$ cat src/rtl/apb_master.sv
// APB requester: accepts single-beat valid/ready requests and runs APB SETUP/ACCESS
// transfers, returning one response pulse with read data and an error flag.
module apb_master #(
   parameter int ADDR_W     = 8,
   parameter int DATA_W     = 8,
   parameter int ADDR_LIMIT = 64,
   parameter int TIMEOUT    = 16,
   parameter int READ_LAT   = 1
) (
   input  logic              pclk,
   input  logic              preset,
   input  logic              req_valid,
   output logic              req_ready,
   input  logic              req_write,
   input  logic [ADDR_W-1:0] req_addr,
   input  logic [DATA_W-1:0] req_wdata,
   output logic              rsp_valid,
   output logic [DATA_W-1:0] rsp_rdata,
   output logic              rsp_err,
   output logic              psel,
   output logic              penable,
   output logic              pwrite,
   output logic [ADDR_W-1:0] paddr,
   output logic [DATA_W-1:0] pwdata,
   input  logic              pready,
   input  logic [DATA_W-1:0] prdata
);

   localparam int               CNT_W    = (TIMEOUT > 1) ? $clog2(TIMEOUT) : 1;
   localparam logic [CNT_W-1:0] CNT_LAST = CNT_W'(TIMEOUT - 1);
   localparam logic [63:0]      LIMIT    = 64'(ADDR_LIMIT);

   typedef enum logic [1:0] {
      IDLE    = 2'd0,
      SETUP   = 2'd1,
      ACCESS  = 2'd2,
      CAPTURE = 2'd3
   } state_t;

   // Handshake: a request transfers on any rising edge where req_valid and
   // req_ready are both high; rsp_valid is a single-cycle pulse with no back-pressure.

   state_t            state, state_d;
   logic              psel_d, penable_d, pwrite_d;
   logic [ADDR_W-1:0] paddr_d;
   logic [DATA_W-1:0] pwdata_d;
   logic              rsp_valid_d, rsp_err_d;
   logic [DATA_W-1:0] rsp_rdata_d;
   logic [CNT_W-1:0]  wdog, wdog_d;
   logic [63:0]       addr_ext;
   logic              in_range;

   assign req_ready = (state == IDLE);
   assign addr_ext  = 64'(req_addr);
   assign in_range  = (addr_ext < LIMIT);

   always_comb begin
      state_d     = state;
      psel_d      = psel;
      penable_d   = penable;
      pwrite_d    = pwrite;
      paddr_d     = paddr;
      pwdata_d    = pwdata;
      rsp_valid_d = 1'b0;
      rsp_err_d   = rsp_err;
      rsp_rdata_d = rsp_rdata;
      wdog_d      = wdog;

      case (state)
         IDLE: begin
            if (req_valid) begin
               if (!in_range) begin
                  // Rejected without touching the bus; FSM stays ready for the next one.
                  rsp_valid_d = 1'b1;
                  rsp_err_d   = 1'b1;
                  rsp_rdata_d = '0;
               end else begin
                  psel_d    = 1'b1;
                  penable_d = 1'b0;
                  pwrite_d  = req_write;
                  paddr_d   = req_addr;
                  pwdata_d  = req_write ? req_wdata : '0;
                  state_d   = SETUP;
               end
            end
         end

         SETUP: begin
            penable_d = 1'b1;
            wdog_d    = '0;
            state_d   = ACCESS;
         end

         ACCESS: begin
            if (pready) begin
               psel_d    = 1'b0;
               penable_d = 1'b0;
               if (pwrite) begin
                  rsp_valid_d = 1'b1;
                  rsp_err_d   = 1'b0;
                  rsp_rdata_d = '0;
                  state_d     = IDLE;
               end else if (READ_LAT == 0) begin
                  rsp_valid_d = 1'b1;
                  rsp_err_d   = 1'b0;
                  rsp_rdata_d = prdata;
                  state_d     = IDLE;
               end else begin
                  state_d = CAPTURE;
               end
            end else if (wdog == CNT_LAST) begin
               // Watchdog expiry: abandon the transfer and report an error.
               psel_d      = 1'b0;
               penable_d   = 1'b0;
               rsp_valid_d = 1'b1;
               rsp_err_d   = 1'b1;
               rsp_rdata_d = '0;
               state_d     = IDLE;
            end else begin
               wdog_d = wdog + 1'b1;
            end
         end

         CAPTURE: begin
            rsp_valid_d = 1'b1;
            rsp_err_d   = 1'b0;
            rsp_rdata_d = prdata;
            state_d     = IDLE;
         end

         default: state_d = IDLE;
      endcase
   end

   always_ff @(posedge pclk) begin
      if (preset) begin
         state     <= IDLE;
         psel      <= 1'b0;
         penable   <= 1'b0;
         pwrite    <= 1'b0;
         paddr     <= '0;
         pwdata    <= '0;
         rsp_valid <= 1'b0;
         rsp_err   <= 1'b0;
         rsp_rdata <= '0;
         wdog      <= '0;
      end else begin
         state     <= state_d;
         psel      <= psel_d;
         penable   <= penable_d;
         pwrite    <= pwrite_d;
         paddr     <= paddr_d;
         pwdata    <= pwdata_d;
         rsp_valid <= rsp_valid_d;
         rsp_err   <= rsp_err_d;
         rsp_rdata <= rsp_rdata_d;
         wdog      <= wdog_d;
      end
   end

endmodule

$ cat config.mk
export PLATFORM = sky130hd
export DESIGN_NAME = apb_master
export DESIGN_NICKNAME = d
export VERILOG_FILES = /design/src/rtl/apb_master.sv
export SDC_FILE = /design/constraint.sdc
export NUM_CORES = 1
export LEC_CHECK = 0
export ABC_AREA = 1
export CAP_MARGIN = 10
export CORE_ASPECT_RATIO = 0.6
export CORE_MARGIN = 3
export CORE_UTILIZATION = 46
export CTS_CLUSTER_DIAMETER = 60
export DETAILED_ROUTE_END_ITERATION = 8
export PLACE_DENSITY = 0.83
export SLEW_MARGIN = 15
export SYNTH_ARGS = -nofsm -noshare
export SYNTH_HDL_FRONTEND = slang
export SYNTH_SLANG_ARGS = --single-unit
$ cat constraint.sdc
create_clock -name pclk -period 3.61 [get_ports pclk]
set_clock_uncertainty 0.1 [all_clocks]
set_input_delay 0.722 -clock pclk [delete_from_list [all_inputs] [get_ports pclk]]
set_output_delay 0.722 -clock pclk [all_outputs]
set_load 0.01 [all_outputs]
==> impl_metrics.env, run 1 <==
export IMPL_result_of_the_run="complete, no violations"
export IMPL_area_of_the_core_um2=3000
export IMPL_timing_reg2reg_setup_slack_ps=2120
export IMPL_worst_ep_required_time_ps=2790
export IMPL_ff_latch_area_um2=701
export IMPL_number_of_antenna_violating_nets_in_the_routed_design=0
export IMPL_grt_first_pass_wirelength_um=6170
export IMPL_timing_max_slew_rel_slack_pct=65.6
export IMPL_worst_slew_pin_transition_ps=516
export IMPL_setup_viol_count_final=0
export IMPL_yosys_warnings=0
export IMPL_path_buf_inv=1
export IMPL_seqPwrFrac_pct=47.8
export IMPL_rsz0062_at_grt="false"
export IMPL_routed_via_count=1484
export IMPL_power_combinational_fraction_pct=21.2
export IMPL_fin_setup_tns_ps=0
export IMPL_cp_cell_sequence="nor2_4 -> clkdlybuf4s50_1"
export IMPL_vdd_drop_max_mv=0.263
export IMPL_slew_violations=0
export IMPL_sw_frac_of_total_pct=27.9
export IMPL_drt_wl_total_um=3700
export IMPL_cts_inserted_buffers=5
export IMPL_placement_rows=15
export IMPL_power_density_nw_per_um2=402
export IMPL_syn2layout_area_growth_pct=46.6
export IMPL_grt_pass1_vias=1407
export IMPL_critical_path_top_delay_family="buffers and inverters"
export IMPL_achievable_frequency_mhz=445
export IMPL_die_width_um=79.9
export IMPL_netlist_area_um2=1510
export IMPL_grt_max_degree=19
export IMPL_worstSetupStartpointType="flip-flop"
export IMPL_die_y_um=50.3
export IMPL_num_fill_cells=248
export IMPL_max_cap_viol_count=0
export IMPL_hp_class="reg2reg"
export IMPL_grt_util_all_layers_pct=20.2
export IMPL_cp_data_arrival_time_ps=1430
export IMPL_timing_worst_setup_path_type="reg2out"
export IMPL_flip_flop_and_latch_count_after_synthesis=35
export IMPL_cts_resized_gates=0
export IMPL_cell_internal_pwr_mw=0.639
export IMPL_synth_cells=209
export IMPL_cts_hold_repair_buffers=0
export IMPL_detail_route_iter0_violations=62
export IMPL_global_route_overflow_total=0
export IMPL_clock_tree_root_cell="sky130_fd_sc_hd__clkbuf_8"
export IMPL_synth_area_per_cell_um2=7.20
export IMPL_holdCritStartpoint="paddr[6]$_SDFFE_PP0P_"
export IMPL_ys_types=24
export IMPL_final_std_cells_w_o_fill=314
export IMPL_multi_input_area_um2=679
export IMPL_numPortBuffers=58
export IMPL_tritoncts="built"
export IMPL_routed_wirelength_normalized_by_instance_count_um=11.8
export IMPL_crit_reg2reg_launch="wdog[0]$_SDFFE_PP0P_"
export IMPL_numClockSinks=35
export IMPL_whs_endpoint="paddr[6]$_SDFFE_PP0P_"
export IMPL_cts_reportedPaths_clkPinSlew_ps=70
export IMPL_post_dp_cell_area_um2=2120
export IMPL_post_cts_setup_buffers=0
export IMPL_floorplan_initialDensity_pct=50.1
export IMPL_vias_per_cell=4.73
export IMPL_route_detailed_drc=0
export IMPL_first_pass_iters=4
export IMPL_critical_path_endpoint_type="primary output"
export IMPL_antenna_cells=0
export IMPL_dp_final_hpwl_um=2650
export IMPL_max_stage_delay_ps=570
export IMPL_die_area_um2=4020
export IMPL_layout_drive_gt1_share_pct=9.93
export IMPL_worstReg2RegEnd="rsp_rdata[2]$_SDFFE_PP0P_"
export IMPL_cell_count_after_placement=306
export IMPL_critical_path_peak_fanout=6
export IMPL_ctsHtreeMaxLevel=2
export IMPL_most_common_layout_cells="sky130_fd_sc_hd__clkdlybuf4s50_1, sky130_fd_sc_hd__nor2_1, sky130_fd_sc_hd__nand2_1, sky130_fd_sc_hd__dfxtp_1, sky130_fd_sc_hd__inv_1"
export IMPL_critical_path_slowest_cell="sky130_fd_sc_hd__clkdlybuf4s50_1"
export IMPL_fin_util_pct=73.5
export IMPL_worstSkewPairLatency_ps=290
export IMPL_cts_root_to_sink_buffers=2
export IMPL_final_period_utilization_pct=62.3
export IMPL_synth_seq_area_share_pct=46.6
export IMPL_final_cell_area_um2=2210
export IMPL_nets=301
export IMPL_final_common_cell="sky130_fd_sc_hd__clkdlybuf4s50_1"
export IMPL_worst_r2r_cell_count=8
export IMPL_power_share_clock_pct=31.0
export IMPL_antenna_found_initial=0
export IMPL_final_hold_violation_count=0
export IMPL_power_switching_mw=0.248
export IMPL_total_leakage_power_nw=0.958
export IMPL_synthesis_nets=239
export IMPL_boundaryPins=59
export IMPL_place_congestion=0.884
export IMPL_final_min_clock_period_ps=2250
export IMPL_cells_on_worst_hold_path=2
## cells in the mapped netlist, drive strengths merged
master,number,area share (%)
nand3,17,6.0
nor2,51,16
clkbuf,2,0.50
and3,1,0.42
nand4,1,0.42
nor3,1,0.33
buf,2,1.1
o21ai,9,3.0
nand2,46,13
ha,1,0.83
inv,25,6.4
a21oi,17,5.9
clkinv,1,0.33
dfxtp,35,47
## routing by layer
| layer | vias up | global-route usage [%] | share of wire, % |
|---|---|---|---|
| li1 | 777 | - | - |
| met1 | 659 | 25.2 | 48 |
| met2 | 42 | 31.2 | 43 |
| met3 | 6 | 8.24 | 7.8 |
| met4 | 0 | 7.58 | 1.6 |
| met5 | - | 0 | 0 |
## worst register-to-register path, cell delays in order, from the launching register on
cell	delay, ps
sky130_fd_sc_hd__dfxtp_1	370
sky130_fd_sc_hd__ha_1	220
sky130_fd_sc_hd__nand2_1	90
sky130_fd_sc_hd__nor2_1	130
sky130_fd_sc_hd__nor2_2	80
sky130_fd_sc_hd__nor2_4	120
sky130_fd_sc_hd__nand2_2	120
sky130_fd_sc_hd__nor2_1	120
sky130_fd_sc_hd__nor2_1	50
## logic make-up (layout without fill, tap and decap cells)
kind of cell,count (synthesis),after routing,share of synthesized area [%]
flops,35,35,46.6
compound gates,26,26,8.89
buf+inv,30,93,8.31
simple gates,117,117,35.4
fa+ha+maj,1,1,0.831
## per-stage QoR
step / worst slack [ps] / power (mW) / hold slack (ps)
final: 1360 / 0.887 / 359
after detailed placement: 1380 / 0.620 / 348
after CTS: 1350 / 0.895 / 363
after floorplan: 1970 / 0.528 / 342
after global placement: 1440 / 0.617 / 342
after global routing: 1290 / 0.938 / 377
## worst max-delay path by stage
stage	cells after the start	slack (ps)	end	startpoint
global route	2	1290	req_ready	state[0]$_SDFFE_PP0P_
floorplan	7	1970	paddr[0]$_SDFFE_PP0P_	req_addr[7]
detailed placement	5	1380	wdog[0]$_SDFFE_PP0P_	preset
global placement	5	1440	wdog[0]$_SDFFE_PP0P_	preset
CTS	2	1350	req_ready	state[1]$_SDFFE_PP0P_
finish	2	1360	req_ready	state[1]$_SDFFE_PP0P_
## flip-flops by register name (all words and copies together) (netlist names)
name and cells:
paddr 8, pwdata 8, rsp_rdata 8, wdog 4
state 2, penable 1, psel 1, pwrite 1
rsp_err 1, rsp_valid 1
## power groups by stage
stage                     clock [mW]  sequential (mW)  combinational, mW
final                          0.275            0.424              0.188
after global routing           0.303            0.427              0.208
after CTS                      0.281            0.424              0.189
after detailed placement           0            0.433              0.187
after global placement             0            0.433              0.185
after floorplan                    0            0.441             0.0871
## area by class of cell
cell class | instances | share of cell area, %
Clock inverter | 2 | 0.567
Inverter | 26 | 4.59
Clock buffer | 6 | 3.29
Tap cell | 42 | 2.38
Multi-Input combinational cell | 144 | 30.8
Sequential cell | 35 | 31.7
Timing Repair Buffer | 59 | 26.6
Power figures use the tool's default switching activity.
==> run 2: changes to the inputs <==
--- a/config.mk
+++ b/config.mk
@@ -9,10 +9,10 @@
 export CAP_MARGIN = 10
 export CORE_ASPECT_RATIO = 0.6
 export CORE_MARGIN = 3
-export CORE_UTILIZATION = 46
+export CORE_UTILIZATION = 43
 export CTS_CLUSTER_DIAMETER = 60
 export DETAILED_ROUTE_END_ITERATION = 8
-export PLACE_DENSITY = 0.83
+export PLACE_DENSITY = 0.78
 export SLEW_MARGIN = 15
 export SYNTH_ARGS = -nofsm -noshare
 export SYNTH_HDL_FRONTEND = slang
==> constraint.sdc (replaced) <==
create_clock -name pclk -period 2.35 [get_ports pclk]
set_clock_uncertainty 0.1 [all_clocks]
set_input_delay 0.47 -clock pclk [delete_from_list [all_inputs] [get_ports pclk]]
set_output_delay 0.47 -clock pclk [all_outputs]
set_load 0.01 [all_outputs]
==> impl_metrics.env, run 2 (same netlist as run 1, synthesis figures left out) <==
export IMPL_whs_endpoint="pwdata[2]$_SDFFE_PP0P_"
export IMPL_reg_largest_list="paddr x8, pwdata x8, rsp_rdata x8"
export IMPL_worstReg2RegEnd="rsp_rdata[7]$_SDFFE_PP0P_"
export IMPL_result_of_the_run="complete, no violations"
export IMPL_setup_viol_count_final=0
export IMPL_numPortBuffers=58
export IMPL_routed_via_count=1503
export IMPL_layout_drive_gt1_share_pct=10.3
export IMPL_cts_inserted_buffers=5
export IMPL_cp_data_arrival_time_ps=1390
export IMPL_total_leakage_power_nw=0.978
export IMPL_nets=301
export IMPL_worst_ep_required_time_ps=1780
export IMPL_numClockSinks=35
export IMPL_post_cts_setup_buffers=0
export IMPL_detail_route_iter0_violations=51
export IMPL_syn2layout_area_growth_pct=48.8
export IMPL_hold_ws_ps=366
export IMPL_cts_resized_gates=0
export IMPL_tritoncts="built"
export IMPL_grt_util_all_layers_pct=18.6
export IMPL_max_cap_viol_count=0
export IMPL_grt_first_pass_wirelength_um=6000
export IMPL_antenna_cells=0
export IMPL_worst_r2r_cell_count=8
export IMPL_timing_worst_setup_path_type="reg2out"
export IMPL_antenna_found_initial=0
export IMPL_area_of_the_core_um2=3100
export IMPL_cts_root_to_sink_buffers=2
export IMPL_grt_pass1_vias=1332
export IMPL_die_y_um=51.8
export IMPL_hp_class="reg2reg"
export IMPL_boundaryPins=59
export IMPL_crit_reg2reg_launch="wdog[0]$_SDFFE_PP0P_"
export IMPL_drt_wl_total_um=3660
export IMPL_grt_max_degree=19
export IMPL_first_pass_iters=4
export IMPL_cells_on_worst_hold_path=2
export IMPL_fin_setup_tns_ps=0
export IMPL_cts_hold_repair_buffers=0
export IMPL_place_congestion=0.810
export IMPL_global_route_overflow_total=0
export IMPL_number_of_antenna_violating_nets_in_the_routed_design=0
export IMPL_worstSetupStartpointType="flip-flop"
export IMPL_final_hold_violation_count=0
export IMPL_die_area_um2=4270
export IMPL_critical_path_endpoint_type="primary output"
export IMPL_route_detailed_drc=0
export IMPL_rsz0062_at_grt="false"
export IMPL_final_common_cell="sky130_fd_sc_hd__clkdlybuf4s50_1"
export IMPL_cts_reportedPaths_clkPinSlew_ps=70
export IMPL_vdd_drop_max_mv=0.403
export IMPL_timing_max_slew_rel_slack_pct=65.8
export IMPL_timing_reg2reg_setup_slack_ps=830
export IMPL_placement_rows=15
export IMPL_achievable_frequency_mhz=511
export IMPL_slew_violations=0
export IMPL_vias_per_cell=4.79
export IMPL_routed_wirelength_normalized_by_instance_count_um=11.6
export IMPL_worst_slew_pin_transition_ps=512
export IMPL_holdCritStartpoint="pwdata[2]$_SDFFE_PP0P_"
export IMPL_critical_path_peak_fanout=4
export IMPL_dp_final_hpwl_um=2700
export IMPL_clock_tree_root_cell="sky130_fd_sc_hd__clkbuf_8"
export IMPL_final_min_clock_period_ps=1960
export IMPL_die_width_um=82.4
export IMPL_final_period_utilization_pct=83.3
export IMPL_most_common_layout_cells="sky130_fd_sc_hd__clkdlybuf4s50_1, sky130_fd_sc_hd__nor2_1, sky130_fd_sc_hd__nand2_1, sky130_fd_sc_hd__dfxtp_1, sky130_fd_sc_hd__inv_1"
export IMPL_floorplan_initialDensity_pct=48.6
export IMPL_ctsHtreeMaxLevel=2
export IMPL_power_density_nw_per_um2=669
export IMPL_worstSkewPairLatency_ps=280
==> run 2: metal layers <==
layer  vias to the layer above  track usage (%)  share of wire [%]
met3                         4             7.79                8.1
met2                        44             27.4                 42
met5                         -                0                  0
li1                        774                -                  -
met4                         0             4.14               0.52
met1                       681             25.1                 49
==> run 2: per-stage QoR <==
stage	total power, mW	cell area, um2	util, %	worst slack, ps	std cells
finish	1.50	2240	72.3	392	314
detailed placement	0.953	2120	68.5	420	306
global route	1.57	2240	72.3	324	314
CTS	1.51	2240	72.3	373	314
global placement	0.950	2120	68.5	433	306
floorplan	0.811	1510	-	965	209
==> run 2: worst max-delay path by stage <==
stage / slack, ps / endpoint / depth (start not counted) / from
floorplan: 960 / paddr[0]$_SDFFE_PP0P_ / 7 / req_addr[7]
global placement: 430 / rsp_rdata[3]$_SDFFE_PP0P_ / 8 / req_valid
detailed placement: 420 / rsp_rdata[7]$_SDFFE_PP0P_ / 8 / req_valid
CTS: 370 / req_ready / 2 / state[0]$_SDFFE_PP0P_
global route: 320 / req_ready / 2 / state[0]$_SDFFE_PP0P_
finish: 390 / req_ready / 2 / state[0]$_SDFFE_PP0P_
==> run 2: power breakdown <==
group | leakage, nW | switching (mW) | internal (mW)
Sequential | 0.285 | 0.0227 | 0.629
Combinational | 0.632 | 0.145 | 0.146
Clock | 0.0612 | 0.214 | 0.343
Total | 0.978 | 0.381 | 1.12
==> run 2: critical path, stage by stage (launching register included) <==
cell,delay [ps]
sky130_fd_sc_hd__dfxtp_1,370
sky130_fd_sc_hd__nor2_4,180
sky130_fd_sc_hd__clkdlybuf4s50_1,570
==> run 2: area by class of cell <==
type | instances | area, um2
clock inverters | 2 | 35.0
flip-flops and latches | 35 | 701
multi-input cells | 144 | 679
repair buffers | 59 | 588
inverters | 26 | 101
fillers | 242 | 857
clock buffers | 6 | 82.6
well taps | 42 | 52.6
==> run 3: changes to the inputs <==
==> constraint.sdc (replaced) <==
create_clock -name pclk -period 2 [get_ports pclk]
set_clock_uncertainty 0.1 [all_clocks]
set_input_delay 0.4 -clock pclk [delete_from_list [all_inputs] [get_ports pclk]]
set_output_delay 0.4 -clock pclk [all_outputs]
set_load 0.01 [all_outputs]
==> impl_metrics.env, run 3 (same netlist as run 1, synthesis figures left out) <==
export IMPL_first_pass_iters=4
export IMPL_timing_max_slew_rel_slack_pct=67.3
export IMPL_die_y_um=51.8
export IMPL_floorplan_initialDensity_pct=48.6
export IMPL_detail_route_iter0_violations=67
export IMPL_result_of_the_run="complete, no violations"
export IMPL_dp_final_hpwl_um=2720
export IMPL_cell_internal_pwr_mw=1.16
export IMPL_layout_drive_gt1_share_pct=9.56
export IMPL_most_common_layout_cells="sky130_fd_sc_hd__clkdlybuf4s50_1, sky130_fd_sc_hd__nor2_1, sky130_fd_sc_hd__nand2_1, sky130_fd_sc_hd__dfxtp_1, sky130_fd_sc_hd__inv_1"
export IMPL_setup_viol_count_final=0
export IMPL_cp_cell_sequence="nor2_4 -> clkdlybuf4s50_1"
export IMPL_clock_tree_root_cell="sky130_fd_sc_hd__clkbuf_8"
export IMPL_critical_path_endpoint_type="primary output"
export IMPL_area_of_the_core_um2=3100
export IMPL_vdd_drop_max_mv=0.442
export IMPL_max_cap_viol_count=0
export IMPL_place_congestion=0.812
export IMPL_achievable_frequency_mhz=526
export IMPL_final_common_cell="sky130_fd_sc_hd__clkdlybuf4s50_1"
export IMPL_power_share_clock_pct=30.4
export IMPL_die_width_um=82.4
export IMPL_seqPwrFrac_pct=48.3
export IMPL_grt_max_degree=19
export IMPL_worst_slew_pin_transition_ps=490
export IMPL_rsz0062_at_grt="false"
export IMPL_slew_violations=0
export IMPL_hp_class="reg2reg"
export IMPL_fin_setup_tns_ps=0
export IMPL_cp_data_arrival_time_ps=1400
export IMPL_number_of_antenna_violating_nets_in_the_routed_design=0
export IMPL_cts_inserted_buffers=5
export IMPL_num_fill_cells=279
export IMPL_timing_worst_setup_path_type="reg2out"
export IMPL_post_layout_total_power_mw=1.58
export IMPL_cts_reportedPaths_clkPinSlew_ps=70
export IMPL_routed_via_count=1503
export IMPL_cts_root_to_sink_buffers=2
export IMPL_power_combinational_fraction_pct=21.3
export IMPL_vias_per_cell=4.79
export IMPL_final_hold_violation_count=0
export IMPL_reg_largest_list="paddr x8, pwdata x8, rsp_rdata x8"
export IMPL_placement_rows=15
export IMPL_final_min_clock_period_ps=1900
export IMPL_critical_path_slowest_cell="sky130_fd_sc_hd__clkdlybuf4s50_1"
export IMPL_cts_hold_repair_buffers=0
export IMPL_power_density_nw_per_um2=719
export IMPL_worstSkewPairLatency_ps=280
export IMPL_max_stage_delay_ps=570
export IMPL_antenna_cells=0
export IMPL_routed_wirelength_normalized_by_instance_count_um=11.3
export IMPL_grt_first_pass_wirelength_um=5670
export IMPL_power_switching_mw=0.429
export IMPL_final_period_utilization_pct=95.1
export IMPL_grt_util_all_layers_pct=17.7
export IMPL_tritoncts="built"
export IMPL_ctsHtreeMaxLevel=2
export IMPL_total_leakage_power_nw=0.959
export IMPL_antenna_found_initial=0
export IMPL_drt_wl_total_um=3560
export IMPL_grt_pass1_vias=1259
export IMPL_numPortBuffers=58
export IMPL_syn2layout_area_growth_pct=46.4
export IMPL_boundaryPins=59
export IMPL_worst_ep_required_time_ps=1500
export IMPL_worstSetupStartpointType="flip-flop"
export IMPL_die_area_um2=4270
export IMPL_global_route_overflow_total=0
export IMPL_route_detailed_drc=0
export IMPL_cts_resized_gates=0
export IMPL_hold_ws_ps=364
export IMPL_numClockSinks=35
export IMPL_nets=301
export IMPL_post_cts_setup_buffers=0
export IMPL_sw_frac_of_total_pct=27.1
export IMPL_fin_util_pct=71.2
export IMPL_critical_path_peak_fanout=6
==> run 3: changes by cell type in the layout (fill, tap and decap cells not counted) <==
| cell | before | now |
|---|---|---|
| sky130_fd_sc_hd__clkbuf_8 | 6 | 5 |
| sky130_fd_sc_hd__bufinv_16 | 1 | 0 |
| sky130_fd_sc_hd__clkbuf_1 | 0 | 2 |
==> run 3: worst paths after layout <==
| kind | startpoint | endpoint | slack [ps] | depth (start not counted) |
|---|---|---|---|---|
| setup reg to reg | wdog[0]$_SDFFE_PP0P_ | rsp_rdata[6]$_SDFFE_PP0P_ | 520 | 8 |
| hold reg to reg | pwdata[6]$_SDFFE_PP0P_ | pwdata[6]$_SDFFE_PP0P_ | 360 | 2 |
| setup / recovery | state[1]$_SDFFE_PP0P_ | req_ready | 100 | 2 |
| hold / removal | pwdata[6]$_SDFFE_PP0P_ | pwdata[6]$_SDFFE_PP0P_ | 360 | 2 |
==> run 3: through the flow <==
step	instance area [um2]	setup WS (ps)	std cells
2_1_floorplan	1510	685	209
3_3_place_gp	2120	163	306
3_5_place_dp	2120	144	306
4_1_cts	2200	86.2	314
5_1_grt	2200	36.0	314
6_report	2200	97.4	314
==> run 3: final cells by class <==
cell class              instances  area [um2]  share of cell area (%)
repair buffers                 59         588                    26.7
flip-flops and latches         35         701                    31.8
multi-input cells             144         679                    30.8
well taps                      42        52.6                    2.39
clock buffers                   7        76.3                    3.46
clock inverters                 1        5.00                   0.227
inverters                      26         101                    4.60
==> run 3: power groups by stage <==
stage               logic [mW]  clock network [mW]  registers (mW)
finish                   0.338               0.481           0.765
global route             0.377               0.517           0.772
CTS                      0.341               0.495           0.765
detailed placement       0.339                   0           0.780
global placement         0.335                   0           0.781
floorplan                0.157                   0           0.796
==> run 3: routing by layer <==
metal / vias up / track usage, % / share of wire (%)
met5: - / 0 / 0
met4: 0 / 5.80 / 1.2
met3: 5 / 7.44 / 8.7
met2: 46 / 23.9 / 40
met1: 674 / 25.0 / 51
li1: 778 / - / -
==> run 3: critical path: cells and delay by family, from the launching register on <==
family / cells / cell delay, ps
buf+inv: 1 / 570
simple gates: 1 / 160
flops: 1 / 380
